**src/rtl/audiodac_pkg.sv**
```systemverilog
// ---------------------------------------------------------------------------
// audiodac_pkg
// Shared definitions for the audiodac blocks.
//   ST_W           width of the sequencer state encoding
//   dac_state_e    sequencer states OFF/PRECHG/FADEIN/RUN/FADEOUT (0..4)
//   idle_pattern() zero-differential, mid-rail idle drive {p, n} from toggle t
// ---------------------------------------------------------------------------
package audiodac_pkg;

    localparam int ST_W = 3;

    typedef enum logic [ST_W-1:0] {
        ST_OFF     = 3'd0,
        ST_PRECHG  = 3'd1,
        ST_FADEIN  = 3'd2,
        ST_RUN     = 3'd3,
        ST_FADEOUT = 3'd4
    } dac_state_e;

    // Both legs follow the same toggle: differential stays at zero while the
    // common mode averages to mid-rail.
    function automatic logic [1:0] idle_pattern(input logic t);
        return {t, t};
    endfunction

endpackage

```
**src/rtl/audiodac_ramp_blend.sv**
```systemverilog
// ---------------------------------------------------------------------------
// audiodac_ramp_blend
// Holds the ramp level r and the blend accumulator acc. Each accumulate step
// forms {carry, acc} = acc + r; the carry picks the modulator bitstream over
// the idle pattern, so the data fraction tracks r / 2^RAMP_BITS.
// Ports:
//   clk, rst             clock, synchronous active-high reset
//   init                 load r = 0, acc = 0
//   acc_en               commit acc + r into acc (one modulator tick)
//   r_inc / r_dec        step r up / down, saturating at max / 0
//   data_only            force bitstream through (RUN)
//   ds_p, ds_n           modulator bitstream legs
//   idle_t               idle toggle
//   r                    current ramp level
//   mix_p, mix_n         selected drive for the current step (combinational)
// ---------------------------------------------------------------------------
module audiodac_ramp_blend
    import audiodac_pkg::*;
#(
    parameter int RAMP_BITS = 8
) (
    input  logic                 clk,
    input  logic                 rst,
    input  logic                 init,
    input  logic                 acc_en,
    input  logic                 r_inc,
    input  logic                 r_dec,
    input  logic                 data_only,
    input  logic                 ds_p,
    input  logic                 ds_n,
    input  logic                 idle_t,
    output logic [RAMP_BITS-1:0] r,
    output logic                 mix_p,
    output logic                 mix_n
);

    localparam logic [RAMP_BITS-1:0] R_MAX = {RAMP_BITS{1'b1}};

    logic [RAMP_BITS-1:0] acc;
    logic [RAMP_BITS:0]   sum;
    logic                 carry;
    logic [1:0]           idle;

    assign sum   = {1'b0, acc} + {1'b0, r};
    assign carry = sum[RAMP_BITS];
    assign idle  = idle_pattern(idle_t);

    always_comb begin
        mix_p = idle[1];
        mix_n = idle[0];
        if (data_only || carry) begin
            mix_p = ds_p;
            mix_n = ds_n;
        end
    end

    always_ff @(posedge clk) begin
        if (rst) begin
            r   <= '0;
            acc <= '0;
        end else if (init) begin
            r   <= '0;
            acc <= '0;
        end else begin
            if (acc_en) acc <= sum[RAMP_BITS-1:0];
            // Saturate at both ends so a late step can never wrap the level.
            if (r_inc && (r != R_MAX))   r <= r + 1'b1;
            else if (r_dec && (r != '0)) r <= r - 1'b1;
        end
    end

endmodule

```
**src/rtl/audiodac_drv_seq.sv**
```systemverilog
// ---------------------------------------------------------------------------
// audiodac_drv_seq
// Pop-free power sequencer for the audiodac_drv output driver: precharge with
// the idle pattern, fade the bitstream in, run, fade out; aborts to silence
// on sustained modulator underrun (sticky err_o).
// Ports:
//   wb_clk_i, wb_rst_i   clock, synchronous active-high reset
//   en_i                 play request (level)
//   ds_valid_i           modulator tick strobe; ramp/count steps happen on it
//   ds_p_i, ds_n_i       modulator bitstream legs
//   underrun_i           sample source starved this tick
//   err_clr_i            clears err_o (a coincident set wins)
//   drv_p_o, drv_n_o     driver in_p / in_n (registered, hold between ticks)
//   drv_hi_o             driver enable
//   running_o            state is RUN
//   state_o              current state (debug)
//   err_o                sticky underrun-abort flag
// Handshake: ds_valid_i is a strobe with no back-pressure; data and
// underrun_i are only looked at in a cycle where ds_valid_i is 1.
// ---------------------------------------------------------------------------
module audiodac_drv_seq
    import audiodac_pkg::*;
#(
    parameter int PRECHG_TICKS   = 1024,
    parameter int RAMP_BITS      = 8,
    parameter int RAMP_DIV       = 16,
    parameter int UNDERRUN_LIMIT = 4
) (
    input  logic            wb_clk_i,
    input  logic            wb_rst_i,
    input  logic            en_i,
    input  logic            ds_valid_i,
    input  logic            ds_p_i,
    input  logic            ds_n_i,
    input  logic            underrun_i,
    input  logic            err_clr_i,
    output logic            drv_p_o,
    output logic            drv_n_o,
    output logic            drv_hi_o,
    output logic            running_o,
    output logic [ST_W-1:0] state_o,
    output logic            err_o
);

    localparam int PC_W  = $clog2(PRECHG_TICKS + 1);
    localparam int DIV_W = $clog2(RAMP_DIV + 1);
    localparam int UR_W  = $clog2(UNDERRUN_LIMIT + 1);

    localparam logic [PC_W-1:0]  PC_LAST  = PC_W'(PRECHG_TICKS - 1);
    localparam logic [DIV_W-1:0] DIV_LAST = DIV_W'(RAMP_DIV - 1);
    localparam logic [UR_W-1:0]  UR_LAST  = UR_W'(UNDERRUN_LIMIT - 1);

    dac_state_e           state_q, state_d;
    logic [PC_W-1:0]      pc_cnt;
    logic [DIV_W-1:0]     div_cnt;
    logic [UR_W-1:0]      ur_cnt;
    logic                 idle_t;
    logic                 en_eff;
    logic                 div_wrap;
    logic                 blend_init, acc_en, r_inc, r_dec, err_set;
    logic [RAMP_BITS-1:0] r;
    logic                 mix_p, mix_n;
    logic [1:0]           idle;

    // A pending error overrides the play request.
    assign en_eff   = en_i && !err_o;
    assign div_wrap = ds_valid_i && (div_cnt == DIV_LAST);
    assign idle     = idle_pattern(idle_t);
    assign state_o  = state_q;

    // Enable-driven transitions take effect on the next clock; ramp and count
    // steps only on ticks. When en_i changes on a tick, that tick still drives
    // the output under the old state but does not step r.
    always_comb begin
        state_d    = state_q;
        blend_init = 1'b0;
        acc_en     = 1'b0;
        r_inc      = 1'b0;
        r_dec      = 1'b0;
        err_set    = 1'b0;
        case (state_q)
            ST_OFF: begin
                if (en_eff) state_d = ST_PRECHG;
            end
            ST_PRECHG: begin
                if (!en_eff) begin
                    state_d = ST_OFF;
                end else if (ds_valid_i && (pc_cnt == PC_LAST)) begin
                    state_d    = ST_FADEIN;
                    blend_init = 1'b1;
                end
            end
            ST_FADEIN: begin
                acc_en = ds_valid_i;
                if (!en_eff) begin
                    state_d = ST_FADEOUT;
                end else if (div_wrap) begin
                    if (&r) state_d = ST_RUN;
                    else    r_inc   = 1'b1;
                end
            end
            ST_RUN: begin
                if (ds_valid_i && underrun_i && (ur_cnt == UR_LAST)) begin
                    state_d = ST_FADEOUT;
                    err_set = 1'b1;
                end else if (!en_eff) begin
                    state_d = ST_FADEOUT;
                end
            end
            ST_FADEOUT: begin
                acc_en = ds_valid_i;
                if (en_eff) begin
                    state_d = ST_FADEIN;
                end else if (div_wrap) begin
                    if (r == '0) state_d = ST_OFF;
                    else         r_dec   = 1'b1;
                end
            end
            default: state_d = ST_OFF;
        endcase
    end

    always_ff @(posedge wb_clk_i) begin
        if (wb_rst_i) begin
            state_q   <= ST_OFF;
            pc_cnt    <= '0;
            div_cnt   <= '0;
            ur_cnt    <= '0;
            idle_t    <= 1'b0;
            err_o     <= 1'b0;
            drv_p_o   <= 1'b0;
            drv_n_o   <= 1'b0;
            drv_hi_o  <= 1'b0;
            running_o <= 1'b0;
        end else begin
            state_q <= state_d;
            if (ds_valid_i) idle_t <= ~idle_t;

            if ((state_q == ST_PRECHG) && (state_d == ST_PRECHG)) begin
                if (ds_valid_i) pc_cnt <= pc_cnt + 1'b1;
            end else begin
                pc_cnt <= '0;
            end

            // Each state entry starts a fresh ramp-step interval.
            if (state_d != state_q)  div_cnt <= '0;
            else if (acc_en)         div_cnt <= div_wrap ? '0 : div_cnt + 1'b1;

            if ((state_q == ST_RUN) && (state_d == ST_RUN)) begin
                if (ds_valid_i) ur_cnt <= underrun_i ? ur_cnt + 1'b1 : '0;
            end else begin
                ur_cnt <= '0;
            end

            if (err_set)        err_o <= 1'b1;
            else if (err_clr_i) err_o <= 1'b0;

            if (state_d == ST_OFF) begin
                drv_p_o  <= 1'b0;
                drv_n_o  <= 1'b0;
                drv_hi_o <= 1'b0;
            end else begin
                drv_hi_o <= 1'b1;
                if (ds_valid_i) begin
                    case (state_q)
                        ST_PRECHG: begin
                            drv_p_o <= idle[1];
                            drv_n_o <= idle[0];
                        end
                        ST_FADEIN, ST_RUN, ST_FADEOUT: begin
                            drv_p_o <= mix_p;
                            drv_n_o <= mix_n;
                        end
                        default: ;
                    endcase
                end
            end

            running_o <= (state_d == ST_RUN);
        end
    end

    audiodac_ramp_blend #(
        .RAMP_BITS (RAMP_BITS)
    ) u_blend (
        .clk       (wb_clk_i),
        .rst       (wb_rst_i),
        .init      (blend_init),
        .acc_en    (acc_en),
        .r_inc     (r_inc),
        .r_dec     (r_dec),
        .data_only (state_q == ST_RUN),
        .ds_p      (ds_p_i),
        .ds_n      (ds_n_i),
        .idle_t    (idle_t),
        .r         (r),
        .mix_p     (mix_p),
        .mix_n     (mix_n)
    );

endmodule

```
**config.mk**
```make
export PLATFORM = sky130hd
export DESIGN_NAME = audiodac_drv_seq
export DESIGN_NICKNAME = d
export VERILOG_FILES = /design/src/rtl/audiodac_pkg.sv /design/src/rtl/audiodac_ramp_blend.sv /design/src/rtl/audiodac_drv_seq.sv
export SDC_FILE = /design/constraint.sdc
export NUM_CORES = 1
export LEC_CHECK = 0
export BUFFER_PORTS_ARGS = -buffer_cell sky130_fd_sc_hd__buf_4
export CORE_UTILIZATION = 40
export DETAILED_ROUTE_END_ITERATION = 10
export HOLD_SLACK_MARGIN = 0.08
export SYNTH_ARGS = -nofsm -noshare
export SYNTH_HDL_FRONTEND = slang
export SYNTH_SLANG_ARGS = --single-unit
```
**constraint.sdc**
```tcl
create_clock -name wb_clk_i -period 4.1 [get_ports wb_clk_i]
set_input_delay 0.41 -clock wb_clk_i [delete_from_list [all_inputs] [get_ports wb_clk_i]]
set_output_delay 0.41 -clock wb_clk_i [all_outputs]
set_load 0.02 [all_outputs]
```
==> results.md <==
- The total die area is 0.00716 sq mm.
- For this configuration, the core starts out at a cell density of 0.423.
- After detailed placement, the design holds a cell count of 408.
- The worst setup path is of the reg2reg kind.
- The detailed route wirelength on metal3 is 157 microns.
- Summing all non-filler instances in the final layout gives an area of 0.00303 sq mm.
- The number of global-route vias before repair is 2122.
- The cell type with the highest aggregate area in the netlist is sky130_fd_sc_hd__dfxtp_1.
- The post-CTS setup-driven buffer insertion count is 0.
- The switching portion of total power is 0.228.
- The worst setup path is captured at a flip-flop.
- The worst path meets setup with 1040 ps of slack.
- The critical path's largest stage delay is 530 ps.
- The share of flip-flops with an asynchronous set or reset is 0.
- The relative area change from synthesis to final layout is 10.9%.
- Synthesis instantiated 61 different standard cells from the library.
- The routed metal-1 wirelength is 2940 microns.
- The number of instances in the synthesized netlist is 324.
- Routability-driven placement finished with a final weighted congestion of 0.788.
- The number of synthesis warnings is 0.
- The total number of H-tree levels is 2.
- The clock-pin slew of the registers on the worst-case setup and hold paths is 90 ps.
- In this run the top signal layer used is met4.
- For this run, the top clock speed supported by timing is 327 MHz.
- The average wire per cell in the routed design is 13.9 microns.
- 16 I/O pins were placed.
- The internal power component is 0.651 mW.
- The number of clock sinks seen by CTS is 44.
- The number of placement rows is 29.
- The worst-case IR drop observed on VDD is 0.000145 V.
- The placed wire-length estimate is 4180 microns.
- For the final database, setup skew stands at 8.99 ps.
- Setup violations remaining at the end of the flow were counted as 0.
- Of the post-synthesis cell area, the dominant cell type holds 0.323.
- The share of the Yosys chip area taken by registers is 0.323.
- Entering global routing, the biggest net connects 19 pins.
- The share of total power dissipated in the clock network is 0.426.
- For the final routed database, the setup TNS stands at 0 ps.
- The number of buffers inserted by port buffering is 15.
- The mapped netlist covers 0.00273 sq mm.
- The number of nets produced by synthesis is 352.
- After synthesis, the cell types taking the most area are sky130_fd_sc_hd__dfxtp_1, sky130_fd_sc_hd__ha_1, sky130_fd_sc_hd__nor2_1, sky130_fd_sc_hd__nand2_1, sky130_fd_sc_hd__xor2_1.
- The kind of launch point of the worst setup path is a flip-flop.
- In this run the tightest slew margin relative to its limit is 0.514.
- The part of the power in combinational logic is 0.059.
- The count of endpoints failing hold in the final timing report is 0.
- The via count of the routed design is 2306.
- The die boundary height is 84.6 microns.
- The number of nets in the finished design is 366.
- In this run the power spent charging and discharging nets is 0.193 mW.
- Of the cells placed in the final design, the portion with a size suffix greater than 1 is 0.127.
- The largest individual stage delay along the critical path comes from the cell sky130_fd_sc_hd__or3b_2.
- The count of pins over their slew limit is 0.
- Timing analysis after detailed placement gives a worst setup slack of 1010 ps.
- Summed over all layers, the global routing overflow is 0.
- The first global-routing pass estimated 9850 microns of wire.
- The non-filler instance count after layout is 416.
- The peak fanout along the critical path is 14.
- The flow ran to the end, and the final reports show no timing, DRC or antenna violations.
- The flop and latch count out of synthesis is 44.
- The width of the die is 84.6 microns.
- The total wire length is 5770 microns.
- A synthesized cell averages 8.43 sq um.
- The first detailed-routing pass ran for 4 iterations.
- After detailed routing, the number of vias per cell comes to 5.54.
- The power density over the cells is 279 mW/mm^2.
- The min-delay analysis places its worst path in the category in2reg.
- The share of total power dissipated in sequential elements is 0.515.
- The initial DRC count is 134.
- The later-pin clock latency in the skew report is 300 ps.
- Counting along the longest clock path gives a buffer depth of 2.
- For this run, the total global-route usage over all layers was measured as 0.170.
- TritonCTS built the clock tree.
- For the pin with the worst max-slew slack, the measured transition is 717 ps.
- The root buffer selected by CTS is sky130_fd_sc_hd__clkbuf_8.
- Buffers inserted during clock tree synthesis total 5.
- Across all hold checks on the routed design, the worst slack comes to 359 ps.
- The number of antenna violations at the first check in global routing was 0.
- The source of the critical timing path is state_o[0].
- The repair_antennas step left the layout with diodes totalling 0.
- Post-CTS repair changed the size of 0 cells.
- Across the run, the number of max-cap violations was 0.
- Setup repair after global routing left no endpoint under its margin.
- In the routed design, unresolved DRC markers number 0.
- The placed instances occupy a cell area of 0.00291 sq mm.
- The worst endpoint required time is 4290 ps.
- The core area is 0.00646 sq mm.
- For this run, the leading register cell type out of synthesis is sky130_fd_sc_hd__dfxtp_1.
- The worst path in the final design needs a cycle of 3060 ps, including I/O delays and setup.
- Yosys mapped a number of flops with a built-in enable equal to 0.
- The reg-to-reg critical path startpoint is state_o[0].
- The static leakage power is 1.22 nW.
- The worst hold path begins at wb_rst_i.
- For the worst setup path, the data arrival time is 3250 ps.
- Dividing the final minimum period by the clock period gives 0.746.
- The number of nets with antenna violations after routing is 0.
- The number of buffers inserted by hold repair at cts is 0.
- The met2 layer wire length in the routed design is 2610 microns.
- Walking the worst path, the cells encountered are or3b_2 -> nor4_4 -> nand2_1 -> ha_1 -> a21oi_1 -> o2111ai_1 -> nand4_1 -> a21boi_0 -> mux2_2.
[flip-flops by register name, indices dropped and copies added (netlist names)]
signal       flops
running_o        1
div_cnt          5
state_o          3
drv_hi_o         1
pc_cnt          11
err_o            1
drv_p_o          1
u_blend.r        8
ur_cnt           3
u_blend.acc      8
idle_t           1
drv_n_o          1
[critical path, delay by kind of cell, from the launching register on]
| family | cells | cell delay [ps] |
|---|---|---|
| adders and majority gates | 1 | 340 |
| muxes | 1 | 340 |
| and+or+nand+nor | 4 | 1200 |
| AOI/OAI and AO/OA | 3 | 610 |
| DFF | 1 | 440 |
[stage by stage]
stage | utilization | power [mW]
floorplan | - | 0.477
global placement | 0.450 | 0.493
detailed placement | 0.450 | 0.494
CTS | 0.469 | 0.852
global route | 0.469 | 0.878
finish | 0.469 | 0.843
[Yosys cell counts, types with 4 or more instances]
cell type and number:
sky130_fd_sc_hd__xnor2_1 6, sky130_fd_sc_hd__nand2b_1 9, sky130_fd_sc_hd__o21ai_0 13, sky130_fd_sc_hd__or2_2 5, sky130_fd_sc_hd__ha_1 18, sky130_fd_sc_hd__nor2b_1 4, sky130_fd_sc_hd__xor2_1 11, sky130_fd_sc_hd__inv_1 14
sky130_fd_sc_hd__mux2i_1 7, sky130_fd_sc_hd__nor3_1 6, sky130_fd_sc_hd__nand4_1 7, sky130_fd_sc_hd__nor2_1 41, sky130_fd_sc_hd__a211oi_1 8, sky130_fd_sc_hd__clkbuf_1 4, sky130_fd_sc_hd__nand2_1 30, sky130_fd_sc_hd__nand3_1 10
sky130_fd_sc_hd__dfxtp_1 44, sky130_fd_sc_hd__a21oi_1 18
[power groups by stage]
stage	clock (mW)	sequential, mW	combinational (mW)
global placement	0	0.444	0.0492
detailed placement	0	0.444	0.0498
CTS	0.368	0.434	0.0500
finish	0.360	0.434	0.0497
floorplan	0	0.444	0.0324
global route	0.389	0.435	0.0549
[kinds of logic (layout without fill, tap and decap cells)]
group / Yosys count / after routing / share of synthesized area
fa+ha+maj: 20 / 20 / 0.0972
mux: 8 / 8 / 0.0298
buf+inv: 23 / 38 / 0.0344
xor+xnor: 17 / 17 / 0.0545
compound gates: 76 / 76 / 0.203
simple gates: 136 / 136 / 0.258
flops: 44 / 44 / 0.323
[layout make-up]
| cell class | count | area (sq um) |
|---|---|---|
| multi-input cells | 257 | 1760 |
| flip-flops and latches | 44 | 881 |
| well taps | 77 | 96.3 |
| fillers | 629 | 3430 |
| clock inverters | 2 | 38.8 |
| repair buffers | 16 | 120 |
| clock buffers | 6 | 82.6 |
| inverters | 14 | 52.6 |
[placed cells by master (no fill, tap or decap), types with 5 or more instances in the layout]
cell,synthesis,routed
sky130_fd_sc_hd__nor2_1,41,41
sky130_fd_sc_hd__ha_1,18,18
sky130_fd_sc_hd__clkbuf_8,0,6
sky130_fd_sc_hd__xnor2_1,6,6
sky130_fd_sc_hd__a21oi_1,18,18
sky130_fd_sc_hd__xor2_1,11,11
sky130_fd_sc_hd__or2_2,5,5
sky130_fd_sc_hd__buf_4,1,16
sky130_fd_sc_hd__inv_1,14,14
sky130_fd_sc_hd__nor3_1,6,6
sky130_fd_sc_hd__nand3_1,10,10
sky130_fd_sc_hd__o21ai_0,13,13
sky130_fd_sc_hd__nand2b_1,9,9
sky130_fd_sc_hd__dfxtp_1,44,44
sky130_fd_sc_hd__nand4_1,7,7
sky130_fd_sc_hd__mux2i_1,7,7
sky130_fd_sc_hd__nand2_1,30,30
sky130_fd_sc_hd__a211oi_1,8,8
[routing by layer]
layer  GRT usage  vias to the layer above
met4      0.0524                        0
met3      0.0275                        5
met2       0.279                       33
met1       0.230                     1067
met5           0                        -
li1            -                     1201
[path summary, 6_finish.rpt]
check | to | slack [ps] | cells past startpoint
worst max-delay path | u_blend.r[7] | 1040 | 9
worst min-delay path | err_o | 360 | 2
worst max register to register | u_blend.r[7] | 1040 | 9
worst min register to register | u_blend.acc[7] | 460 | 2
Power figures use the tool's default switching activity.
